File: src/rtl/chunked_add_sub_pkg.sv
// chunked_add_sub shared types and sizing helpers.
// Imported by the top and its chunk adder.
package chunked_add_sub_pkg;

  typedef enum logic [1:0] {
    IDLE,
    BUSY,
    DONE
  } state_e;

  function automatic int nchunk(input int w, input int c);
    return w / c;
  endfunction

  // Counter must be at least one bit even for a single chunk.
  function automatic int cnt_w(input int n);
    return (n > 1) ? $clog2(n) : 1;
  endfunction

  localparam int DEF_WIDTH = 16;
  localparam int DEF_CHUNK = 4;
  localparam int DEF_CNT_W =
    cnt_w(nchunk(DEF_WIDTH, DEF_CHUNK));

endpackage

File: src/rtl/chunked_add_sub_chunk_adder.sv
// CHUNK-bit ripple of full adders.
// Exposes the carry into the top bit for overflow.
module chunk_adder #(
  parameter int CHUNK = 4
) (
  input  logic [CHUNK-1:0] a_i,
  input  logic [CHUNK-1:0] b_i,
  input  logic             cin_i,
  output logic [CHUNK-1:0] sum_o,
  output logic             cout_o,
  output logic             ctop_o
);

  logic [CHUNK:0] c;

  always_comb begin
    c     = '0;
    sum_o = '0;
    c[0]  = cin_i;
    for (int i = 0; i < CHUNK; i++) begin
      sum_o[i] = a_i[i] ^ b_i[i] ^ c[i];
      c[i+1]   = (a_i[i] & b_i[i])
               | (c[i] & (a_i[i] ^ b_i[i]));
    end
  end

  assign cout_o = c[CHUNK];
  assign ctop_o = c[CHUNK-1];

endmodule

File: src/rtl/chunked_add_sub.sv
// Multi-cycle add/sub: WIDTH bits, CHUNK bits per clock.
// Result and flags held until the consumer takes them.
module chunked_add_sub
  import chunked_add_sub_pkg::*;
#(
  parameter int WIDTH = 16,
  parameter int CHUNK = 4
) (
  input  logic             Clk,
  input  logic             Reset_n,
  input  logic             InValid,
  output logic             InReady,
  input  logic [WIDTH-1:0] OpX,
  input  logic [WIDTH-1:0] OpY,
  input  logic             Sub,
  output logic             OutValid,
  input  logic             OutReady,
  output logic [WIDTH-1:0] Result,
  output logic             CarryOut,
  output logic             Overflow,
  output logic             Zero,
  output logic             Negative
);

  localparam int NCHUNK = nchunk(WIDTH, CHUNK);
  localparam int CW     = cnt_w(NCHUNK);
  localparam logic [CW-1:0] LAST = CW'(NCHUNK - 1);

  if (CHUNK < 1 || CHUNK > WIDTH ||
      (WIDTH % CHUNK) != 0) begin : g_bad_cfg
    $error("chunked_add_sub: bad WIDTH/CHUNK");
  end

  state_e state_q, state_d;

  logic [WIDTH-1:0] x_q, x_d;
  logic [WIDTH-1:0] y_q, y_d;
  logic [WIDTH-1:0] res_q, res_d;
  logic [CW-1:0]    cnt_q, cnt_d;
  logic             carry_q, carry_d;
  logic             c_q, c_d;
  logic             v_q, v_d;
  logic             z_q, z_d;
  logic             n_q, n_d;

  logic [CHUNK-1:0] xa, yb, sum;
  logic             cout, ctop;
  logic             last;
  int               base;

  always_comb begin
    base = int'(cnt_q) * CHUNK;
    xa   = x_q[base +: CHUNK];
    yb   = y_q[base +: CHUNK];
  end

  assign last = (cnt_q == LAST);

  chunk_adder #(
    .CHUNK (CHUNK)
  ) u_add (
    .a_i    (xa),
    .b_i    (yb),
    .cin_i  (carry_q),
    .sum_o  (sum),
    .cout_o (cout),
    .ctop_o (ctop)
  );

  always_comb begin
    state_d = state_q;
    x_d     = x_q;
    y_d     = y_q;
    res_d   = res_q;
    cnt_d   = cnt_q;
    carry_d = carry_q;
    c_d     = c_q;
    v_d     = v_q;
    z_d     = z_q;
    n_d     = n_q;
    unique case (state_q)
      IDLE: begin
        if (InValid) begin
          // Subtract as X + ~Y + 1: invert now, seed carry.
          x_d     = OpX;
          y_d     = OpY ^ {WIDTH{Sub}};
          carry_d = Sub;
          cnt_d   = '0;
          res_d   = '0;
          c_d     = 1'b0;
          v_d     = 1'b0;
          z_d     = 1'b0;
          n_d     = 1'b0;
          state_d = BUSY;
        end
      end
      BUSY: begin
        res_d[base +: CHUNK] = sum;
        carry_d = cout;
        if (last) begin
          cnt_d   = '0;
          c_d     = cout;
          v_d     = cout ^ ctop;
          z_d     = (res_d == '0);
          n_d     = res_d[WIDTH-1];
          state_d = DONE;
        end else begin
          cnt_d = cnt_q + 1'b1;
        end
      end
      DONE: begin
        if (OutReady) state_d = IDLE;
      end
      default: state_d = IDLE;
    endcase
  end

  always_ff @(posedge Clk or negedge Reset_n) begin
    if (!Reset_n) begin
      state_q <= IDLE;
      x_q     <= '0;
      y_q     <= '0;
      res_q   <= '0;
      cnt_q   <= '0;
      carry_q <= 1'b0;
      c_q     <= 1'b0;
      v_q     <= 1'b0;
      z_q     <= 1'b0;
      n_q     <= 1'b0;
    end else begin
      state_q <= state_d;
      x_q     <= x_d;
      y_q     <= y_d;
      res_q   <= res_d;
      cnt_q   <= cnt_d;
      carry_q <= carry_d;
      c_q     <= c_d;
      v_q     <= v_d;
      z_q     <= z_d;
      n_q     <= n_d;
    end
  end

  assign InReady  = Reset_n && (state_q == IDLE);
  assign OutValid = (state_q == DONE);
  assign Result   = res_q;
  assign CarryOut = c_q;
  assign Overflow = v_q;
  assign Zero     = z_q;
  assign Negative = n_q;

endmodule
File: config.mk
export PLATFORM = sky130hd
export DESIGN_NAME = chunked_add_sub
export DESIGN_NICKNAME = d
export VERILOG_FILES = /design/src/rtl/chunked_add_sub_pkg.sv /design/src/rtl/chunked_add_sub_chunk_adder.sv /design/src/rtl/chunked_add_sub.sv
export SDC_FILE = /design/constraint.sdc
export NUM_CORES = 1
export LEC_CHECK = 0
export ABC_AREA = 0
export BUFFER_PORTS_ARGS = -buffer_cell sky130_fd_sc_hd__buf_2
export CAP_MARGIN = 40
export CORE_ASPECT_RATIO = 1.1
export CORE_MARGIN = 5
export CORE_UTILIZATION = 25
export DETAILED_ROUTE_END_ITERATION = 10
export SETUP_SLACK_MARGIN = 0.3
export SLEW_MARGIN = 20
export SYNTH_ARGS = -nofsm -noshare
export SYNTH_HDL_FRONTEND = slang
export SYNTH_SLANG_ARGS = --single-unit
File: constraint.sdc
create_clock -name Clk -period 4.3 [get_ports Clk]
set_input_delay 0.86 -clock Clk [delete_from_list [all_inputs] [get_ports Clk]]
set_output_delay 0.86 -clock Clk [all_outputs]
set_load 0.005 [all_outputs]
[Word level (Yosys, flattened, before mapping)]
Cells that the tools add are included.
Operators by class
  add/sub/neg operators: 2
  reductions and logical operators: 8
  bitwise logic cells: 22
  shift-type cells: 4
  muxes and demuxes: 21
  equality and inequality tests: 6
Operators by type and width (count)
  $neg A4 Y33: 1
  $shift A4 B33 Y16 const A: 1
  $shiftx A4 B33 Y16: 1
  $pmux W16 S2: 1
  $shiftx A16 B5 Y4: 2
  $bwmux W16: 1
  $logic_not A16 Y1: 1
  $mux W16: 1
  $xor A16 B16 Y16: 1
  $mux W2: 5
  $pmux W1 S2: 5
  $xor A1 B1 Y1: 9
  $and A1 B1 Y1: 8
  $mux W1: 6
  $pmux W2 S3: 1
  $reduce_and A3 Y1: 2
  $eq A2 B2 Y1 const B: 2
  $ne A2 B2 Y1 const B: 2
  $or A1 B1 Y1: 4
  $pmux W2 S2: 1
  $reduce_and A2 Y1: 2
  $add A2 B1 Y2 const B: 1
  $eq A2 B1 Y1 const B: 1
  $logic_not A2 Y1: 1
  other kinds (3): 3
Word-level totals
  bits of input ports: 37
  register bits after elaboration: 57

[Logic depth before layout (Yosys ltp)]
  word-level depth: 14
  gate-level depth with buffers: 13
  gate-level depth less buffers: 12

[Cells and area by module]
From an unflattened synthesis, not the netlist that was laid out.
Second synthesis, totals
  cell total of the unflattened synthesis: 278
  area, all modules: 2865.2 um^2
By module, submodules not included
  chunked_add_sub: cells each 266, instances 1, area each 2755.1 um^2
  chunk_adder: cells each 12, instances 1, area each 110.1 um^2

[Least setup slack after synthesis]
No wires, ideal clock.
  kind: flip-flop to flip-flop
  start: reg cnt_q[0]
  end: reg z_q, in the netlist Zero
  path buffers: 1
  period minus slack after synthesis: 3.435 ns
  path slack: 0.865 ns
  stages on the path, launching flop included: 14
  data arrival time: 3.359 ns
  cells stage by stage: dfrtp_1 > buf_2 > mux4_2 > inv_1 > fa_1 > inv_1 > fa_1 > inv_1 > fa_1 > fa_1 > nand3_1 > a2111oi_2 > o2111ai_1 > o21ai_1
Between the ends
  longest elaborated chain between the ends: 14
  elaborated cells between the ends (all ways): 29
  those cells by class: add/sub: 1; eq/ne: 2; shift: 4; mux: 3; bitwise: 17; reduce/logical: 2
RTL lines
  start, declared: line chunked_add_sub.sv:39  | logic [CW-1:0] cnt_q, cnt_d;
  start signal, assigned: line chunked_add_sub.sv:135  | cnt_q <= cnt_d;
  $shiftx A16 B5 Y4, on equally long branches: line chunked_add_sub.sv:53, chunked_add_sub.sv:54
  $xor A1 B1 Y1: line chunked_add_sub_chunk_adder.sv:21, chunked_add_sub_chunk_adder.sv:23
  $and A1 B1 Y1: line chunked_add_sub_chunk_adder.sv:23  | | (c[i] & (a_i[i] ^ b_i[i]));
  $or A1 B1 Y1: line chunked_add_sub_chunk_adder.sv:23
  $and A1 B1 Y1: line chunked_add_sub_chunk_adder.sv:23
  $or A1 B1 Y1: line chunked_add_sub_chunk_adder.sv:23
  $and A1 B1 Y1: line chunked_add_sub_chunk_adder.sv:23
  $or A1 B1 Y1: line chunked_add_sub_chunk_adder.sv:23
  $xor A1 B1 Y1: line chunked_add_sub_chunk_adder.sv:21  | sum_o[i] = a_i[i] ^ b_i[i] ^ c[i];
  $shiftx A4 B33 Y16: line chunked_add_sub.sv:98  | res_d[base +: CHUNK] = sum;
  $bwmux W16: line chunked_add_sub.sv:98
  $logic_not A16 Y1: line chunked_add_sub.sv:104  | z_d = (res_d == '0);
  $mux W1: line chunked_add_sub.sv:100  | if (last) begin
  $pmux W1 S2: line chunked_add_sub.sv:81  | unique case (state_q)
  end signal, assigned: line chunked_add_sub.sv:139  | z_q <= z_d;
  end, declared: line chunked_add_sub.sv:43  | logic z_q, z_d;
Parallel ways exist; a longest one is shown, timed or not. The select of a mux whose other input is x is not followed.
A chain may end at the register's enable or synchronous reset.

[Worst setup path after layout]
  start: reg cnt_q[1]
  end: reg z_q, in the netlist Zero
The elaborated chain is that of the path after synthesis.

==> metrics.yaml <==
placement:
  place_area_um2: 3350
  place_congestion: 0.773
  hpwl_mm: 5.24
  dpl.cell_count: 460
  portBuffers: 58
global_routing:
  grt_pass1_wl_mm: 11.7
  grt_pass1_vias: 2242
  grt_max_degree: 58
  grt_overflow_total: 0
  track_usage_pct: 11.0
  antenna_found_initial: 0
final_layout:
  area_growth_pct: 25.3
  finish.utilization_pct: 31.8
  fin_nets: 368
  num-fill-cells: 1177
  fin_area_um2: 3630
  layoutNonFillerInstCount: 474
  num_antenna_cells: 0
  drive_gt1_share_pct: 31.5
die:
  rows: 41
  die_h_um: 123
  boundaryPins: 59
  start_util_pct: 25.4
  dieWidth_um: 113
  core_um2: 11400
  dieArea_um2: 13900
worst_setup_path:
  crit_type: "register to register"
  crit_fanout: 12
  start_kind: "register"
  rr_worst_depth: 12
  cp.required_ps: 4550
  critPathArrivalTime_ps: 3840
  cp-end-kind: "register"
logic_synthesis:
  synth_top_area_share_pct: 49.2
  synth_edf_count: 0
  syn_area_um2: 2900
  async_flop_share_pct: 100
  ys.flop_type: "dfrtp_1"
  synth_fp_nets: 308
  synthTopCellsByArea: "dfrtp_1 49%, mux2_2 6.2%, mux4_2 5.4%"
  synth-seq-cells: 57
  yosysTopAreaCell: "dfrtp_1"
  syn_area_per_cell_um2: 11.1
  synthDistinctLibCells: 39
  ys_top_cells_by_count: "57 x dfrtp_1, 25 x nand2_1, 20 x a21oi_1, 20 x nor2_1, 17 x xnor2_1"
  ys_seq_area_share_pct: 49.2
  synthCells: 261
  synth_warnings: 0
  yosysMostFrequentCell: "dfrtp_1"
sta:
  tns_ps: 0
  finalCriticalPeriod_ps: 3590
  worst_pin_slew_ps: 805
  setup_viol: 0
  hold_violations: 0
  min_period_over_period_pct: 83.5
  skew_ps: 7.16
  relSlewSlack_pct: 46.2
  final_max_slew_viol_count: 0
  fmax_ghz: 0.279
  rsz0062_at_grt: "no"
power:
  netSwitchingPower_uw: 1280
  p_clk_share_pct: 21.4
  combPwrFrac_pct: 48.2
  swShare_pct: 40.0
  p_int_uw: 1920
  leakage_uw: 0.00163
  p_per_area_nw_per_um2: 879
  seqPwrFrac_pct: 30.4
  ir_drop_mv: 0.322
  finalPower_uw: 3190
routing:
  vias_per_cell: 4.48
  drtAntennaViolNets: 0
  routed_wl_mm: 7.02
  drc_errors: 0
  drtIter0Drc: 85
  wl_per_cell_um: 14.8
  first_pass_iters: 4
  via_count: 2122
outcome:
  status: "complete, no violations"
clock_tree:
  post_cts_buffers: 0
  path_clk_slew_ps: 50
  clock_latency_ps: 320
  cts_buffers: 9
  ctsResizeCount: 0
  cts_max_level: 3
  cts_sinks: 57
  hold_buffers: 0
  cts_tree: "built"
  clockRootBuffer: "clkbuf_16"
  cts_buffer_depth: 2
min_path:
  hp-class: "register to register"
  holdPathStages: 2
flow_run:
  max-cap-violations: 0
[power groups by stage]
stage | combinational, µW | sequential, µW | clock, µW
finish | 1540 | 973 | 684
detailed placement | 1550 | 985 | 0
floorplan | 1130 | 917 | 0
global route | 1730 | 1010 | 721
CTS | 1550 | 978 | 697
global placement | 1510 | 976 | 0
[metrics by stage]
| step | setup slack, ps | hold WS (ps) |
|---|---|---|
| after floorplan | 865 | 463 |
| after global placement | 845 | 479 |
| after detailed placement | 712 | 479 |
| after CTS | 688 | 491 |
| after global routing | 511 | 515 |
| final | 710 | 488 |
[sequential cells by signal, summed over array words and instances (netlist names)]
register,count
y_q,16
Zero,1
state_q,2
carry_q,1
CarryOut,1
Result,16
x_q,16
Negative,1
Overflow,1
cnt_q,2
[cell families after synthesis]
logic type,after synthesis,share of synthesized area (%)
simple gates,67,11.4
compound gates,56,11.5
xor+xnor,17,5.13
mux,26,13.2
fa+ha+maj,10,5.35
flops,57,49.2
buf+inv,28,4.18
[cell usage in the layout (no fill, tap or decap), drive strengths merged, types with 2 or more instances in the layout]
cell / instances
o21ai: 16
mux4: 8
fa: 4
clkinv: 3
nor3b: 2
inv: 15
mux2: 16
o31ai: 5
nand2: 25
ha: 6
o21bai: 4
nand3: 3
dfrtp: 57
and4bb: 2
o22ai: 5
a21oi: 20
mux2i: 2
xnor2: 17
nor2: 20
nor3: 3
nand2b: 4
clkbuf: 10
buf: 62
nor2b: 2
nand4b: 2
[worst max-delay path, stage by stage, from the launching register on]
cell,delay [ps]
dfrtp_1,640
mux4_2,290
inv_1,50
fa_1,390
inv_1,80
fa_1,170
inv_1,50
fa_1,420
fa_1,640
nand3_1,120
a2111oi_2,370
o2111ai_1,150
o21ai_1,140
[per-layer routing]
metal / GRT usage [%] / vias up / share of wire [%] / wire length [µm]
li1: - / 1027 / - / -
met4: 5.11 / 0 / 2.0 / 139
met1: 14.2 / 1023 / 45 / 3140
met3: 2.89 / 14 / 5.6 / 395
met5: 0 / - / 0 / 0
met2: 17.1 / 58 / 48 / 3350
[area by class of cell]
| cell class | instances | area, µm² | area share (%) |
|---|---|---|---|
| well taps | 150 | 188 | 5.17 |
| inverters | 15 | 56.3 | 1.55 |
| repair buffers | 62 | 320 | 8.82 |
| clock inverters | 4 | 45.0 | 1.24 |
| clock buffers | 10 | 239 | 6.58 |
| multi-input cells | 176 | 1360 | 37.4 |
| flip-flops and latches | 57 | 1430 | 39.3 |
[path summary, 6_finish.rpt]
kind	slack, ps	to	from
max	710	Zero	cnt_q[1]
min	490	Negative	Negative
max reg2reg	710	Zero	cnt_q[1]
min reg2reg	490	Negative	Negative
max in group asynchronous	3130	y_q[7]	Reset_n
min in group asynchronous	700	Overflow	Reset_n
(Power assumes the default switching activity.)
